--- config.mk ---
export PLATFORM = sky130hd
export DESIGN_NAME = xy_route_stage
export DESIGN_NICKNAME = d
export VERILOG_FILES = /design/src/rtl/noc_pkg.sv /design/src/rtl/xy_route_calc.sv /design/src/rtl/xy_route_stage.sv
export SDC_FILE = /design/constraint.sdc
export NUM_CORES = 1
export LEC_CHECK = 0
export CAP_MARGIN = 20
export CORE_ASPECT_RATIO = 0.9
export CORE_UTILIZATION = 46
export DETAILED_ROUTE_END_ITERATION = 7
export HOLD_SLACK_MARGIN = 0.08
export PLACE_DENSITY = 0.89
export SLEW_MARGIN = 20
export SYNTH_ARGS = -nofsm -noshare
export SYNTH_HDL_FRONTEND = slang
export SYNTH_SLANG_ARGS = --single-unit
--- constraint.sdc ---
create_clock -name clk_i -period 4.3 [get_ports clk_i]
set_clock_uncertainty 0.05 [all_clocks]
set_input_delay 1.29 -clock clk_i [delete_from_list [all_inputs] [get_ports clk_i]]
set_output_delay 1.29 -clock clk_i [all_outputs]
set_load 0.05 [all_outputs]
--- src/rtl/noc_pkg.sv ---
// Shared definitions for the mesh-router route-compute stage:
// flit type encodings, output-port codes, routing-mode selectors
// and the per-channel wormhole state.
package noc_pkg;

    // Two-bit flit type carried in the top bits of every flit
    typedef enum logic [1:0] {
        FLIT_BODY      = 2'b00,
        FLIT_TAIL      = 2'b01,
        FLIT_HEAD      = 2'b10,
        FLIT_HEAD_TAIL = 2'b11
    } flit_type_e;

    // Output-port codes presented on the crossbar select
    localparam int unsigned PORT_RESOURCE = 0;
    localparam int unsigned PORT_WEST     = 1;
    localparam int unsigned PORT_EAST     = 2;
    localparam int unsigned PORT_NORTH    = 3;
    localparam int unsigned PORT_SOUTH    = 4;

    // Dimension-order selection
    localparam int unsigned ROUTE_XY = 0;
    localparam int unsigned ROUTE_YX = 1;

    // Per-channel wormhole state: IDLE waits for a head, ROUTED holds a route
    typedef enum logic {
        CH_IDLE   = 1'b0,
        CH_ROUTED = 1'b1
    } ch_state_e;

endpackage

--- src/rtl/xy_route_calc.sv ---
// Combinational dimension-order route function. Compares the destination
// address against this router's coordinates (unsigned, zero-extended to at
// least 32 bits) and returns the output-port select.
module xy_route_calc
    import noc_pkg::*;
#(
    parameter int unsigned X_CORD          = 0,
    parameter int unsigned Y_CORD          = 0,
    parameter int unsigned PACKET_ADDR_X_W = 4,
    parameter int unsigned PACKET_ADDR_Y_W = 4,
    parameter int unsigned OUTPUT_N_W      = 3,
    parameter int unsigned ROUTE_MODE      = 0
) (
    input  logic [PACKET_ADDR_X_W-1:0] x_addr,
    input  logic [PACKET_ADDR_Y_W-1:0] y_addr,
    output logic [OUTPUT_N_W-1:0]      sel
);

    localparam int unsigned XW = (PACKET_ADDR_X_W > 32) ? PACKET_ADDR_X_W : 32;
    localparam int unsigned YW = (PACKET_ADDR_Y_W > 32) ? PACKET_ADDR_Y_W : 32;

    logic [XW-1:0] x_ext;
    logic [XW-1:0] x_cord;
    logic [YW-1:0] y_ext;
    logic [YW-1:0] y_cord;
    logic          x_ne;
    logic          x_gt;
    logic          y_ne;
    logic          y_lt;

    assign x_ext  = XW'(x_addr);
    assign x_cord = XW'(X_CORD);
    assign y_ext  = YW'(y_addr);
    assign y_cord = YW'(Y_CORD);

    assign x_ne = (x_ext != x_cord);
    assign x_gt = (x_ext >  x_cord);
    assign y_ne = (y_ext != y_cord);
    assign y_lt = (y_ext <  y_cord);

    // Pick the first dimension that still differs, in the configured order
    always_comb begin
        sel = OUTPUT_N_W'(PORT_RESOURCE);
        if (ROUTE_MODE == ROUTE_XY) begin
            if (x_ne) begin
                sel = x_gt ? OUTPUT_N_W'(PORT_EAST) : OUTPUT_N_W'(PORT_WEST);
            end else if (y_ne) begin
                sel = y_lt ? OUTPUT_N_W'(PORT_NORTH) : OUTPUT_N_W'(PORT_SOUTH);
            end
        end else begin
            if (y_ne) begin
                sel = y_lt ? OUTPUT_N_W'(PORT_NORTH) : OUTPUT_N_W'(PORT_SOUTH);
            end else if (x_ne) begin
                sel = x_gt ? OUTPUT_N_W'(PORT_EAST) : OUTPUT_N_W'(PORT_WEST);
            end
        end
    end

endmodule

--- src/rtl/xy_route_stage.sv ---
// Registered multi-channel route-compute stage. Each input channel has one
// output register holding the flit and its output-port select. Heads compute
// a route; body/tail flits reuse the latched route until the tail passes.
module xy_route_stage
    import noc_pkg::*;
#(
    parameter int unsigned X_CORD          = 0,
    parameter int unsigned Y_CORD          = 0,
    parameter int unsigned PACKET_ADDR_X_W = 4,
    parameter int unsigned PACKET_ADDR_Y_W = 4,
    parameter int unsigned OUTPUT_N_W      = 3,
    parameter int unsigned FLIT_W          = 16,
    parameter int unsigned N_IN            = 5,
    parameter int unsigned ROUTE_MODE      = 0
) (
    input  logic                         clk_i,
    input  logic                         rst_i,
    input  logic [N_IN*FLIT_W-1:0]       flit_i,
    input  logic [N_IN-1:0]              flit_valid_i,
    output logic [N_IN-1:0]              flit_ready_o,
    output logic [N_IN*FLIT_W-1:0]       flit_o,
    output logic [N_IN-1:0]              flit_valid_o,
    input  logic [N_IN-1:0]              flit_ready_i,
    output logic [N_IN*OUTPUT_N_W-1:0]   mux_out_sel_o,
    output logic [N_IN-1:0]              err_o
);

    localparam int unsigned ADDR_W = PACKET_ADDR_X_W + PACKET_ADDR_Y_W;

    genvar c;
    generate
        for (c = 0; c < N_IN; c++) begin : g_ch
            logic [FLIT_W-1:0]          flit_in;
            flit_type_e                 ftype;
            logic [PACKET_ADDR_X_W-1:0] x_addr;
            logic [PACKET_ADDR_Y_W-1:0] y_addr;
            logic [OUTPUT_N_W-1:0]      calc_sel;
            logic [OUTPUT_N_W-1:0]      route_q;
            logic [OUTPUT_N_W-1:0]      route_d;
            logic [OUTPUT_N_W-1:0]      sel_d;
            logic [OUTPUT_N_W-1:0]      sel_q;
            logic [FLIT_W-1:0]          flit_q;
            logic                       valid_q;
            logic                       err_q;
            logic                       err_d;
            logic                       load;
            logic                       ready;
            logic                       accept;
            ch_state_e                  state_q;
            ch_state_e                  state_d;

            assign flit_in = flit_i[c*FLIT_W +: FLIT_W];
            assign ftype   = flit_type_e'(flit_in[FLIT_W-1 -: 2]);
            assign x_addr  = flit_in[ADDR_W-1:PACKET_ADDR_Y_W];
            assign y_addr  = flit_in[PACKET_ADDR_Y_W-1:0];

            // Register can take a new flit when empty or draining this cycle
            assign ready  = !valid_q || flit_ready_i[c];
            assign accept = flit_valid_i[c] && ready;

            xy_route_calc #(
                .X_CORD          (X_CORD),
                .Y_CORD          (Y_CORD),
                .PACKET_ADDR_X_W (PACKET_ADDR_X_W),
                .PACKET_ADDR_Y_W (PACKET_ADDR_Y_W),
                .OUTPUT_N_W      (OUTPUT_N_W),
                .ROUTE_MODE      (ROUTE_MODE)
            ) u_calc (
                .x_addr (x_addr),
                .y_addr (y_addr),
                .sel    (calc_sel)
            );

            // Wormhole next-state, route latch, error flag and load decision
            always_comb begin
                state_d = state_q;
                route_d = route_q;
                err_d   = err_q;
                sel_d   = calc_sel;
                load    = 1'b0;
                if (accept) begin
                    case (ftype)
                        FLIT_HEAD: begin
                            if (state_q == CH_ROUTED) err_d = 1'b1;
                            route_d = calc_sel;
                            state_d = CH_ROUTED;
                            load    = 1'b1;
                        end
                        FLIT_HEAD_TAIL: begin
                            if (state_q == CH_ROUTED) err_d = 1'b1;
                            state_d = CH_IDLE;
                            load    = 1'b1;
                        end
                        FLIT_BODY: begin
                            if (state_q == CH_ROUTED) begin
                                sel_d = route_q;
                                load  = 1'b1;
                            end else begin
                                err_d = 1'b1;
                            end
                        end
                        FLIT_TAIL: begin
                            if (state_q == CH_ROUTED) begin
                                sel_d   = route_q;
                                load    = 1'b1;
                                state_d = CH_IDLE;
                            end else begin
                                err_d = 1'b1;
                            end
                        end
                        default: ;
                    endcase
                end
            end

            // State, route and output register; drains when downstream takes it
            always_ff @(posedge clk_i) begin
                if (rst_i) begin
                    state_q <= CH_IDLE;
                    route_q <= '0;
                    err_q   <= 1'b0;
                    valid_q <= 1'b0;
                    flit_q  <= '0;
                    sel_q   <= '0;
                end else begin
                    state_q <= state_d;
                    route_q <= route_d;
                    err_q   <= err_d;
                    if (load) begin
                        flit_q  <= flit_in;
                        sel_q   <= sel_d;
                        valid_q <= 1'b1;
                    end else if (flit_ready_i[c]) begin
                        valid_q <= 1'b0;
                    end
                end
            end

            assign flit_ready_o[c]                          = ready;
            assign flit_valid_o[c]                          = valid_q;
            assign flit_o[c*FLIT_W +: FLIT_W]               = flit_q;
            assign mux_out_sel_o[c*OUTPUT_N_W +: OUTPUT_N_W] = sel_q;
            assign err_o[c]                                 = err_q;
        end
    endgenerate

endmodule

* Word-level counts from Yosys, hierarchy flattened
Cells that the tools add are included.
** Cells by class
- Muxes and demuxes :: 80
- Equality and inequality tests :: 25
- Order comparisons :: 10
- Reductions and logical operators :: 70
** Operators by type and width (number)
- 32-bit nonzero test :: 10
- 3-bit two-way mux :: 30
- 1-bit two-way mux :: 30
- 1-bit one-hot mux with 2 select lines :: 15
- 2-bit OR reduction :: 15
- 2-bit equality test (second input constant) :: 10
- 4-bit by 1-bit > comparator with 1-bit output (second input constant) :: 5
- 4-bit by 1-bit < comparator with 1-bit output (second input constant) :: 5
- 2-bit AND reduction :: 10
- 2-bit nonzero test :: 10
- 3-bit AND reduction :: 5
- 2-bit by 1-bit equality test with 1-bit output (second input constant) :: 5
- 2-bit logical NOT :: 5
- 2-bit two-way mux :: 5
- 2-bit by 1-bit != test with 1-bit output (second input constant) :: 5
- 2-bit != test (second input constant) :: 5
- 1-bit logical AND :: 5
- 1-bit logical NOT :: 5
- 1-bit logical OR :: 5
** Word-level totals
- Flip-flop bits (word level) :: 125
- Output and inout port bits :: 110
- Logic and storage cells :: 215
- Bits of input ports :: 92

* Logic depth before layout (Yosys ltp)
- Depth in word-level cells :: 7
- Depth in mapped cells :: 7
- Mapped depth without buffers :: 4

* Cells and area by module
Synthesis repeated with hierarchy kept, for this count alone.
** Unflattened totals
- Cell total of the unflattened synthesis :: 617
- Area, all modules :: 5975.7 µm²
** Modules (own cells, without submodules)
- xy_route_stage :: cells each 592, area each 5813.1 µm², sequential area each 2502.4 µm², instances 1
- xy_route_calc :: cells each 5, area each 32.5 µm², sequential area each 0.0 µm², instances 5

* Worst setup path after synthesis
Ideal clock, no wire load.
- Path kind :: input to output
- Start :: in flit_ready_i[1]
- End :: out flit_ready_o[1]
- Arrival time :: 1.734 ns
- Required time :: 2.960 ns
- Path slack :: 1.226 ns
- Cell stages on the path :: 3
- Path buffers :: 2
- Cells stage by stage :: nand2b_1 > buf_2 > buf_4
** On the way
- Longest elaborated chain between the ends :: 1
** Ends and longest elaborated chain
- start: declaration :: RTL line xy_route_stage.sv:23 : input logic [N_IN-1:0] flit_ready_i,
- 1-bit logical OR :: RTL line xy_route_stage.sv:58 : assign ready = !valid_q || flit_ready_i[c];
- end: declaration :: RTL line xy_route_stage.sv:20 : output logic [N_IN-1:0] flit_ready_o,
Every way passes these cells.

* Worst setup path after layout
- Start :: in flit_ready_i[0]
- End :: out flit_ready_o[0]
The elaborated chain is that of the path after synthesis.

==> out/results.tsv <==
stage	metric	value	unit
sta	Tcrit/Tclk final	0.842	
global_route	GRT Total Usage	0.226	
min_path	worst hold path endpoint	g_ch[2].flit_q[15]	
route	Via Count	4101	
sta	min Tclk post-route	3.62	ns
cts	Max clock buf depth	2	
critical_path	kind of critical path	primary input to output port	
cts	worst skew pair latency	0.40	ns
global_route	largest net degree at the start of global routing	59	
synthesis	post-synthesis cell area	4710	sq um
route	final WL	12100	microns
critical_path	Setup crit end kind	output port	
place	post-DP HPWL	8710	microns
sta	setup violators final	0	
critical_path	startpoint of the worst register-to-register path	g_ch[4].state_q	
global_route	vias in the first global route	4086	
route	drt pass-1 iters	4	
synthesis	synth warn	0	
status	status	finished, final reports clean	
sta	Final Hold Fails	0	
synthesis	number of flops mapped to enable cells by yosys	0	
synthesis	Post-synth top cells	dfxtp_1, nor2_1, mux2i_1	
finish	register area	2400	sq um
floorplanning	row cnt	34	
route	Final ANT Viol Nets	0	
synthesis	count leader, synth	dfxtp_1	
synthesis	Netlist cell types	37	
cts	Resized cells post-CTS	0	
route	via density per instance	5.16	
flow_run	max-capacitance violation count	0	
critical_path	R2R depth	4	
finish	synth-to-layout area growth	53.8	%
synthesis	FF+latch count, synth	120	
cts	clk slew on worst S/H paths	0.05	ns
floorplanning	core area	9830	sq um
min_path	Worst Hold Depth	2	
critical_path	worst setup path start	flit_ready_i[0]	
place	RePlAce Congestion	0.788	
global_route	initial antenna violation count	0	
sta	Worst Hold Margin	0.414	ns
power	static leakage	3.12	nW
cts	number of H-tree levels	4	
synthesis	Synth Instances	478	
cts	Post-CTS Hold Buffers	0	
synthesis	register area share after synthesis	0.510	
floorplanning	Die ar.	10700	sq um
critical_path	Crit path arrival time	2.28	ns
sta	fmax	0.276	GHz
synthesis	ranking of synthesized cells by area	dfxtp_1, mux2i_1, nor2_1	
route	DR DRC count	0	
synthesis	Synth Net Count	570	
cts	Clock Root Buffer	clkbuf_16	
critical_path	R2R Path End	g_ch[4].flit_q[3]	
finish	layout cell share with drive strength beyond 1	0.0719	
power	Power Total	3.25	mW
synthesis	synthesized area per cell	9.86	sq um
finish	Ant. Diodes	0	
place	PortBufs	201	
finish	# nets final	748	
min_path	hold path start	g_ch[2].flit_q[15]	
finish	filler instances	702	
sta	RSZ-0062 raised after global routing	no	
cts	clk sinks	120	
floorplanning	Initial Util	0.480	
synthesis	Async S/R FF share, synth	0	
route	Iteration-0 DRC Markers	112	
route	wire per inst	15.2	microns
critical_path	reg-to-reg setup timing slack	2.33	ns
critical_path	worst-path maximum fanout	8	
floorplanning	Die W	109	microns
synthesis	commonest register cell after synthesis	dfxtp_1	
global_route	grt total ovfl	0	
finish	Layout Utilization	0.738	
cts	cts bufs inserted	17	
sta	Pins Over Slew Limit	0	
sta	worst-margin pin slew	0.886	ns
cts	CTS tree	built	
floorplanning	Die Y	98.0	microns
power	Power Density	449	nW/um^2
critical_path	Worst Path Required	2.96	ns
finish	area of the multi-input gates	1970	sq um
cts	Setup Buffers After CTS	0	
critical_path	CP startpoint kind	primary input	
global_route	first-pass GRT wire length	19100	microns
synthesis	largest area contributor in the netlist	dfxtp_1	
min_path	HP Class	register to register	
power	maximum VDD drop	0.000270	V
sta	setup TNS	0	ns
sta	Slew HR	0.407	
synthesis	area share of the largest cell type after synthesis	0.510	
floorplanning	IO Pins	202	
## worst max-delay path by stage
stage,end,slack [ns],depth (start not counted)
floorplan,flit_ready_o[1],1.23,3
global placement,flit_ready_o[0],0.70,3
detailed placement,flit_ready_o[0],0.68,3
CTS,flit_ready_o[0],0.68,3
global route,flit_ready_o[0],0.63,3
finish,flit_ready_o[0],0.68,3
## critical path: stages
cell	delay (ns)
clkdlybuf4s50_1	0.48
nand2b_1	0.32
buf_12	0.19
## layout make-up
type                    instances  area share
flip-flops and latches        120       0.331
well taps                     126      0.0217
multi-input cells             297       0.272
clock buffers                  20      0.0602
repair buffers                208       0.288
inverters                      12     0.00621
clock inverters                11      0.0207
## routing by layer
metal  global-route usage  routed length [microns]
met1                0.245                     4740
met2                0.393                     5910
met3               0.0975                     1290
met4               0.0686                      133
met5                    0                        0
## flip-flops by register name (all words and copies together), names as in the netlist
register and cells:
g_ch.err_q 5, g_ch.flit_q 80, g_ch.route_q 10, g_ch.sel_q 15
g_ch.state_q 5, g_ch.valid_q 5
## cells in the final DEF, fill, tap and decap left out, types with 8 or more instances in the layout
master	count
clkdlybuf4s50_1	195
dfxtp_1	120
nor2_1	104
mux2i_1	86
a21oi_1	17
clkbuf_16	17
inv_1	12
buf_4	10
nand2_1	8
nand3_1	8
## logic make-up (layout without fill, tap and decap cells)
kind of cell	count (synthesis)	count (layout)	share of synthesized area
AND/OR/NAND/NOR	162	162	0.160
flip-flops	120	120	0.510
multiplexers	86	86	0.183
buffers and inverters	61	251	0.0725
AO/OA/AOI/OAI	44	44	0.0658
XOR/XNOR	5	5	0.00929
## report_power, final
group	total [mW]	internal, mW	switching (mW)
sequential	1.22	1.18	0.0393
combinational	0.630	0.259	0.371
clock	1.40	0.910	0.494
total	3.25	2.35	0.905
## through the flow
step | worst slack, ns | instances | area, sq um
after detailed placement | 0.685 | 763 | 6660
after global routing | 0.634 | 794 | 7250
after floorplan | 1.23 | 478 | 4710
final | 0.679 | 794 | 7250
after global placement | 0.698 | 763 | 6660
after CTS | 0.676 | 794 | 7250
Note: power is estimated with default switching activity, not from simulation.
